$ cat src/rtl/pipo_load_arbiter.sv
// pipo_load_arbiter: round-robin arbiter that loads one requester word per accepted load into a held output register
module pipo_load_arbiter #(
    parameter int WIDTH = 4,
    parameter int NREQ  = 4,
    parameter int SRCW  = $clog2(NREQ)
) (
    input  logic                  clk,
    input  logic                  reset,
    input  logic [NREQ-1:0]       req_valid,
    input  logic [NREQ*WIDTH-1:0] req_data,
    output logic [NREQ-1:0]       req_ready,
    output logic                  out_valid,
    output logic [WIDTH-1:0]      out_data,
    output logic [SRCW-1:0]       out_src,
    input  logic                  out_ready
);
    typedef enum logic {EMPTY, FULL} state_t;
    state_t state_q, state_d;
    logic [WIDTH-1:0] data_q, data_d;
    logic [SRCW-1:0] src_q, src_d, ptr_q, ptr_d, gnt;
    logic any, load;
    // first requesting index at or after the pointer, wrapping around
    always_comb begin
        any = 1'b0;
        gnt = '0;
        for (int k = 0; k < NREQ; k++)
            if (!any && req_valid[(int'(ptr_q) + k) % NREQ]) begin
                any = 1'b1;
                gnt = SRCW'((int'(ptr_q) + k) % NREQ);
            end
    end
    assign load = (state_q == EMPTY || out_ready) && any && !reset;
    // state register; reset discards any held word immediately
    always_ff @(posedge clk or posedge reset) begin
        if (reset) begin
            state_q <= EMPTY;
            data_q  <= '0;
            src_q   <= '0;
            ptr_q   <= '0;
        end else begin
            state_q <= state_d;
            data_q  <= data_d;
            src_q   <= src_d;
            ptr_q   <= ptr_d;
        end
    end
    // next state: a load wins over a drain so back-to-back reloads stay FULL
    always_comb begin
        state_d = load ? FULL : out_ready ? EMPTY : state_q;
        data_d  = load ? req_data[int'(gnt)*WIDTH +: WIDTH] : data_q;
        src_d   = load ? gnt : src_q;
        ptr_d   = load ? (gnt == SRCW'(NREQ-1) ? '0 : gnt + 1'b1) : ptr_q;
    end
    // outputs: grant is combinational, everything else comes from registers
    always_comb begin
        req_ready = load ? ({{(NREQ-1){1'b0}}, 1'b1} << gnt) : '0;
        out_valid = state_q == FULL;
        out_data  = data_q;
        out_src   = src_q;
    end
endmodule

$ cat config.mk
export PLATFORM = sky130hd
export DESIGN_NAME = pipo_load_arbiter
export DESIGN_NICKNAME = d
export VERILOG_FILES = /design/src/rtl/pipo_load_arbiter.sv
export SDC_FILE = /design/constraint.sdc
export NUM_CORES = 1
export LEC_CHECK = 0
export BUFFER_PORTS_ARGS = -buffer_cell sky130_fd_sc_hd__buf_2
export CAP_MARGIN = 10
export CORE_MARGIN = 2
export CORE_UTILIZATION = 44
export CTS_CLUSTER_DIAMETER = 100
export DETAILED_ROUTE_END_ITERATION = 10
export GPL_TIMING_DRIVEN = 1
export PLACE_DENSITY = 0.85
export SYNTH_ARGS = -nofsm -noshare
export SYNTH_HDL_FRONTEND = slang
export SYNTH_SLANG_ARGS = --single-unit
$ cat constraint.sdc
create_clock -name clk -period 4.5 [get_ports clk]
set_clock_uncertainty 0.2 [all_clocks]
set_input_delay 1.125 -clock clk [delete_from_list [all_inputs] [get_ports clk]]
set_output_delay 1.125 -clock clk [all_outputs]
set_load 0.01 [all_outputs]
==> After elaboration in Yosys (flattened, before gate mapping) <==
Index checks and enable logic that the tools add are counted.
{ "classes": {"addsub": 4, "order_cmp": 4, "n_eq_ne": 1, "shifts": 2, "n_mux": 23, "bitwise_logic": 4, "reduce_logical": 14} }
{ "op_table": {"columns": ["operator", "n"], "rows": [
  ["$shiftx 16x5->4", 1],
  ["$mux 1", 13],
  ["$lt 3x4->1 const B", 3],
  ["$mux 2", 5],
  ["$bmux 1 s2", 4],
  ["$reduce_or 2->1", 3],
  ["$logic_and 1x1->1", 5],
  ["$add 2x1->2 const B", 2],
  ["$add 2x2->2 const B", 2],
  ["$logic_not 1->1", 4],
  ["$mux 4", 1],
  ["$shl 1x2->4 const A", 1],
  ["$and 1x1->1 const A", 3],
  ["$lt 2x3->1 const B", 1],
  ["$eq 2x2->1 const B", 1],
  ["$reduce_bool 2->1", 1],
  ["$logic_or 1x1->1", 1],
  ["$not 1->1", 1]
]} }
{ "totals": {"regBits": 9, "out_inout_bits": 11, "wordCells": 56} }

==> Logic depth before layout (Yosys ltp) <==
Gate-level depths: netlist of run 1.
{ "depth": {"word_depth": 17, "ltp_mapped": 8, "depth_no_buf": 7} }

==> Worst setup path before layout of run 1 <==
Ideal clock, no wire load.
{ "synth_path": {"path_type": "input -> output", "from": "input req_valid[2]", "to": "output req_ready[3]", "arrival_time_ps": 2178, "slack_ps": 997, "cell_stages": 7, "path_cell_list": "mux2i_1 -> nor2_1 -> or3_1 -> buf_6 -> inv_1 -> ha_1 -> and2_1"} }
{ "synth_via": {"elab_chain_len": 15, "elab_cells_between_ends": 29} }
{ "synth_lines": {"columns": ["element", "line_no", "source"], "rows": [
  ["start, declared", "9", "input logic [NREQ-1:0] req_valid,"],
  ["$bmux 1 s2", "27", "if (!any && req_valid[(int'(ptr_q) + k) % NREQ]) begin"],
  ["$mux 1 (implied by the code)", "27", null],
  ["$mux 1", "27", null],
  ["$logic_not 1->1", "27", null],
  ["$logic_and 1x1->1", "27", null],
  ["$mux 1", "27", null],
  ["$logic_not 1->1", "27", null],
  ["$logic_and 1x1->1", "27", null],
  ["$mux 1", "27", null],
  ["$logic_not 1->1", "27", null],
  ["$logic_and 1x1->1", "27", null],
  ["$mux 1", "27", null],
  ["$logic_and 1x1->1 (2 in a row)", "32", "assign load = (state_q == EMPTY || out_ready) && any && !reset;"],
  ["$mux 4 (*)", "56", "req_ready = load ? ({{(NREQ-1){1'b0}}, 1'b1} << gnt) : '0;"],
  ["end, declared", "11", "output logic [NREQ-1:0] req_ready,"]
]} }
Every way passes the cells marked *; elsewhere a longest branch is shown, timed or not. The select of a mux whose other input is x is not followed.

==> Worst setup path after layout of run 1 <==
Ends and elaborated chain as after synthesis.

==> results.md, run 1 <==
- Worst-case clock buffer depth: 2
- Slowest-stage cell, CP: or3_1
- # Post-CTS Setup Buffers: 0
- Die area: 1616 um^2
- Initial antenna violation count: 0
- Die width: 40.21 um
- Pwr Density: 438.3 nW/um^2
- Initial DRC count: 23
- Setup TNS Final: 0 ns
- Utilization after layout: 62.03%
- # rows: 13
- ANT nets after route: 0
- Startpoint class of the critical path: input pin
- Asr flop ratio synth: 100.0%
- DR DRC count: 0
- Multi-input logic area: 325.3 um^2
- Synth Warn #: 0
- Maximum fanout along the worst path: 10
- Switching share of total power: 36.97%
- WP data required: 3.17 ns
- TritonCTS clock tree: done
- Top area cells in the synthesized netlist: dfrtp_1 39%, nand2_1 9.8%, a221o_1 6.9%
- Fin crit share: 85.91%
- Worst hold slack: 0.2730 ns
- Sequential share of power: 36.5%
- First-pass GRT wire length: 2083 um
- Synth top area share: 39.05%
- RePlAce Congestion: 0.7513
- # port buffers: 33
- Worst r2r src: ptr_q[1]$_DFFE_PP0P_
- DPL Wire Length: 1086 um
- DR pass1 iterations: 4
- PostCTS Resize Cnt: 0
- Gr usage total: 20.00%
- Vias in the first global route: 546
- Htree depth: 1
- Mapped Cells: 63
- Worst Setup Path Type: input pin to primary output
- Worst slew pin tran: 0.4797 ns
- Hold buffer count at CTS: 0
- Mean post-synth cell area: 9.156 um^2
- Fin. Hold Viols: 0
- Synth-to-layout area growth: 36.44%
- RSZ-0062 raised after global routing: false
- Via count: 632
- Global route overflow: 0
- DR vias/cell: 5.496
- Worst path cell trace: buf_2 > mux2i_1 > nor2_1 > or3_1 > inv_1 > ha_1 > and2_1 > buf_2
- Peak Freq: 258.7 MHz
- Post-synthesis register bit count: 9
- Min-delay worst type: flop to flop
- Critical Path Most Common Cell: buf_2
- Post-layout min period: 3.866 ns
- Share of cells above drive strength 1: 40.00%
- Nets: 125
- Pleak: 0.4296 nW
- MaxCap Viol Count: 0
- Synth area leader: dfrtp_1
- Peak supply drop: 235.5 uV
- Root Buffer: clkbuf_4
- Post-synth EDFFs: 0
- Core area: 1269 um^2
- HP Start: out_src[0]$_DFFE_PP0P_
- Most frequent cell after synthesis: nand2_1
- Outcome: finished, final reports clean
- Syn Nets: 87
- Net switching power: 0.0001275 W
- Seq/Total Area, Yosys: 39.05%
- Final Setup Violations: 0
- Setup ws final: 0.6340 ns
- Commonest cells post-synth: 15 x nand2_1, 9 x dfrtp_1, 4 x a221o_1, 4 x o31ai_1
- Clock power frac: 18.4%
- I/O pin cnt: 34
- WP data arrival: 2.54 ns
- Max stage delay on crit path: 0.54 ns
- Largest net degree at the start of global routing: 11
- Slew Limit Fails: 0
- Clock latency on the worst-skew pair: 0.26 ns
- Post-synth top flop: dfrtp_1
- Total power: 0.0003449 W
- WL/cell: 12.03 um
- Yosys cell types: 26
- Die Ht: 40.21 um
- Synth Cell Area: 576.8 um^2
- CTS clk-pin slew, worst paths: 0.06 ns
- FILL cells: 113
- Register area: 225.2 um^2
- P_int: 0.0002174 W
- CP endpoint kind: primary output
- Initial core utilization: 45.46%
- Ant diodes: 0
- Combinational share of power: 45.2%
- Clk sinks: 9
- Worst Setup SP: req_valid[2]
- Total Wirelength: 1383 um
- Relative slew margins: 67.72%
- Pre-CTS WS: 0.6113 ns
- Num CTS Buffers: 3
through the flow:
stage	instances	area, um^2
after floorplan	63	576.8
after global placement	111	760.7
after detailed placement	111	760.7
after CTS	115	787.0
after global routing	115	787.0
final	115	787.0
path summary, 6_finish.rpt:
kind / endpoint / slack (ns) / depth (start not counted)
min reg2reg: out_src[0]$_DFFE_PP0P_ / 0.27 / 2
max reg2reg: out_data[2]$_DFFE_PP0P_ / 2.27 / 5
max in group asynchronous: ptr_q[0]$_DFFE_PP0P_ / 3.20 / 2
max: req_ready[3] / 0.63 / 8
min in group asynchronous: out_valid$_DFFE_PP0P_ / 0.64 / 2
min: out_src[0]$_DFFE_PP0P_ / 0.27 / 2
cell families (layout without fill, tap and decap cells):
kind of cell | Yosys count | in the layout | share of synthesized area, %
buffers and inverters | 5 | 42 | 4.554
AOI/OAI and AO/OA | 15 | 15 | 20.17
muxes | 5 | 5 | 10.19
adders and majority gates | 1 | 1 | 2.169
and+or+nand+nor | 28 | 28 | 23.86
DFF | 9 | 9 | 39.05
worst max-delay path, delay by kind of cell:
kind | cells | cell delay (ns)
muxes | 1 | 0.13
adders and majority gates | 1 | 0.16
buffers and inverters | 3 | 0.42
and+or+nand+nor | 3 | 0.70
layout make-up:
class,count,area share [%]
flip-flops and latches,9,28.62
repair buffers,35,22.89
well taps,15,2.385
multi-input cells,49,41.34
clock buffers,4,3.339
inverters,3,1.431
power groups by stage:
stage | Clock [W] | Combinational (W) | Sequential [W]
detailed placement | 0 | 0.000157 | 0.000127
CTS | 0.0000644 | 0.000158 | 0.000126
global placement | 0 | 0.000151 | 0.000127
finish | 0.0000633 | 0.000156 | 0.000126
global route | 0.0000674 | 0.000173 | 0.000129
floorplan | 0 | 0.0000935 | 0.000136
placed cells by master (no fill, tap or decap), types with 2 or more instances in the layout:
| cell | count |
|---|---|
| nor2_1 | 2 |
| clkbuf_4 | 3 |
| a221o_1 | 4 |
| buf_2 | 33 |
| o31ai_1 | 4 |
| or3_1 | 2 |
| inv_1 | 3 |
| buf_4 | 2 |
| nand2_1 | 15 |
| mux2_1 | 3 |
| a21oi_1 | 3 |
| dfrtp_1 | 9 |
| and2_1 | 2 |
metal layers:
metal  vias to the layer above  global-route usage, %  wire length, um
li1                        300                      -                -
met1                       287                  21.53              568
met2                        41                  35.08              657
met3                         4                  3.889              124
met4                         0                  13.33               33
met5                         -                      0                0
state kept, by name (all words and copies together), names as in the netlist:
signal,count
out_data,4
out_src,2
ptr_q,2
out_valid,1
Note: power is estimated with default switching activity, not from simulation.
==> run 2: changes to the inputs <==
ABC_AREA = 1   (was default)
CAP_MARGIN = default   (was 10)
CORE_UTILIZATION = 52   (was 44)
PLACE_DENSITY = 0.88   (was 0.85)
==> results.md, run 2 <==
- Mean post-synth cell area: 6.562 um^2 (-28%)
- MaxCap Viol Count: 0 (unchanged)
- Gr usage total: 20.86% (+0.86 points)
- Die area: 2050 um^2 (+27%)
- Asr flop ratio synth: 100.0% (unchanged)
- # port buffers: 33 (unchanged)
- Post-synth EDFFs: 0 (unchanged)
- Hold Path Cell Cnt: 2 (unchanged)
- WL/cell: 10.82 um (-10%)
- Top delay family on crit path: simple AND/OR/NAND/NOR gates
- Post-synth top flop: dfrtp_1
- Post-layout min period: 4.042 ns (+0.1757 ns)
- Worst hold endpoint: out_src[1]$_DFFE_PP0P_
- Post-synthesis register bit count: 9 (unchanged)
- Max FFs per register: 4 (unchanged)
- Max stage delay on crit path: 0.23 ns (-0.31 ns)
- Synth top area share: 25.42% (-14 points)
- Initial antenna violation count: 0 (unchanged)
- Commonest cells post-synth: 56 x nand2_1, 15 x nand3_1, 12 x inv_1, 9 x dfrtp_1, 9 x nand2_2
- I/O pin cnt: 34 (unchanged)
- Die width: 45.28 um (+13%)
- Clk sinks: 9 (unchanged)
- Root Buffer: clkbuf_4
- Synth Warn #: 0 (unchanged)
- Min-delay worst type: flop to flop
- Seq/Total Area, Yosys: 25.42% (-14 points)
- # rows: 14 (+1)
- Pwr Density: 808.5 nW/um^2 (+84%)
- R2r endpoint: ptr_q[1]$_DFFE_PP0P_
- Outcome: finished, final reports clean
- Clock latency on the worst-skew pair: 0.26 ns (about the same)
- Top area cells in the synthesized netlist: dfrtp_1 25%, nand2_1 24%, nand3_1 8.5%
- HP Start: out_src[1]$_DFFE_PP0P_
- Num CTS Buffers: 3 (unchanged)
- ANT nets after route: 0 (unchanged)
- Fin. Hold Viols: 0 (unchanged)
- Global route overflow: 0 (unchanged)
- Ant diodes: 0 (unchanged)
- Setup TNS Final: 0 ns (unchanged)
- Most common cell after layout, fill and taps aside: nand2_1
- Maximum fanout along the worst path: 10 (unchanged)
- Hold buffer count at CTS: 0 (unchanged)
- Share of cells above drive strength 1: 36.26% (-3.7 points)
- CTS clk-pin slew, worst paths: 0.06 ns (about the same)
- DR vias/cell: 5.171 (-5.9%)
- CP endpoint kind: primary output
- RePlAce Congestion: 0.9245 (+23%)
- DR pass1 iterations: 4 (unchanged)
- First-pass GRT wire length: 3249 um (+56%)
- Total Wirelength: 2023 um (+46%)
- Total power: 0.0008750 W (+150%)
- Mapped Cells: 135 (+110%)
- Post-route cell area: 1082 um^2 (+38%)
- Most frequent cell after synthesis: nand2_1
- Vias in the first global route: 815 (+49%)
- Worst path cell trace: buf_2 > inv_1 > nand2_1 > nand3_1 > nand2_2 > inv_1 > nand2_1 > nand2_2 > nand3_2 > inv_1 > ha_1 > inv_1 > nor2_1 > buf_2
- WP data required: 3.17 ns (about the same)
- Final Setup Violations: 0 (unchanged)
- Htree depth: 1 (unchanged)
- Initial DRC count: 16 (-30%)
- Syn Nets: 159 (+83%)
- Fin crit share: 89.82% (+3.9 points)
- PostCTS Resize Cnt: 0 (unchanged)
- FILL cells: 128 (+13%)
- Initial core utilization: 56.82% (+11 points)
- Buf/Inv on CP: 6 (+3)
- Yosys cell types: 22 (-15%)
- WP data arrival: 2.72 ns (+0.18 ns)
- Peak Freq: 247.4 MHz (-4.3%)
- R2r worst-path depth: 12 (+7)
- Die Ht: 45.28 um (+13%)
- Largest net degree at the start of global routing: 12 (+1)
- # Post-CTS Setup Buffers: 0 (unchanged)
- Synth area leader: dfrtp_1
- Worst-case clock buffer depth: 2 (unchanged)
- Critical Path Most Common Cell: inv_1
- Nets: 196 (+57%)
- Worst slew pin tran: 0.4920 ns (+0.01228 ns)
- Relative slew margins: 67.20% (-0.52 points)
- Pleak: 0.6364 nW (+48%)
- RSZ-0062 raised after global routing: false
- Core area: 1559 um^2 (+23%)
- Worst hold slack: 0.2726 ns (-0.0004020 ns)
- DPL Wire Length: 1631 um (+50%)
- Slowest-stage cell, CP: nand3_2
- Placed inst area: 1056 um^2 (+39%)
- Worst Setup Path Type: input pin to primary output
- TritonCTS clock tree: done
- Peak supply drop: 528.3 uV (+120%)
- Startpoint class of the critical path: input pin
- DR DRC count: 0 (unchanged)
- Slew Limit Fails: 0 (unchanged)
- Synth-to-layout area growth: 22.18%
- Reg2Reg Setup Slack: 2.03 ns (-0.24 ns)
- Synth Cell Area: 885.9 um^2 (+54%)
- Most frequent cells in the layout: 56 x nand2_1, 33 x buf_2, 15 x nand3_1, 12 x inv_1
- Via count: 967 (+53%)
- Worst r2r src: ptr_q[0]$_DFFE_PP0P_
## run 2: cell types whose count changed in the layout (fill, tap and decap cells not counted), moves of 8 or more
cell / change
nand2_2: +9
nand4_1: +8
nand2_1: +41
inv_1: +9
nand3_1: +15
## run 2: per-stage QoR
stage | cells | setup WS (ns) | utilization, %
final | 187 | 0.4583 | 69.42
after global routing | 187 | 0.2403 | 69.42
after CTS | 187 | 0.4492 | 69.42
after detailed placement | 183 | 0.4597 | 67.74
after global placement | 183 | 0.5442 | 67.74
after floorplan | 135 | 0.7969 | -
## run 2: cells by family (layout without fill, tap and decap cells)
family,after synthesis,count (layout),synth area share (%)
adder cells (fa/ha/maj),1,1,1.412
buffers and inverters,18,54,10.45
AO/OA/AOI/OAI,4,4,2.683
AND/OR/NAND/NOR,103,103,60.03
flip-flops,9,9,25.42
## run 2: worst max-delay path by stage
stage	start	endpoint	slack (ns)	cells past startpoint
6_report	req_valid[3]	req_ready[3]	0.46	14
5_1_grt	req_valid[3]	req_ready[3]	0.24	14
4_1_cts	req_valid[3]	req_ready[3]	0.45	14
3_5_place_dp	req_valid[3]	req_ready[3]	0.46	14
3_3_place_gp	req_valid[3]	req_ready[3]	0.54	14
2_1_floorplan	req_valid[3]	req_ready[3]	0.80	12
## run 2: final cells by class
class                      count  area [um^2]  area share, %
clock buffer                   4        26.28          2.428
tap                           16        20.02          1.850
inverter                      16        70.07          6.474
sequential                     9        225.2          20.81
multi-input combinational    108        568.0          52.49
timing repair buffer          34        172.7          15.95
## run 2: power breakdown
group | total, W | switching [W] | internal (W)
clock | 0.0000636 | 0.0000294 | 0.0000342
combinational | 0.000652 | 0.000434 | 0.000218
sequential | 0.000159 | 0.0000397 | 0.000119
## run 2: per-layer routing
metal	global-route usage (%)	wire length (um)
met1	28.19	947
met2	35.14	946
met3	2.400	129
met4	5.294	0
met5	0	0
## run 2: tightest hold or removal path: stages (launching register included)
cell and delay (ns):
dfrtp_1 0.34, nand2_1 0.05, nand2_1 0.05
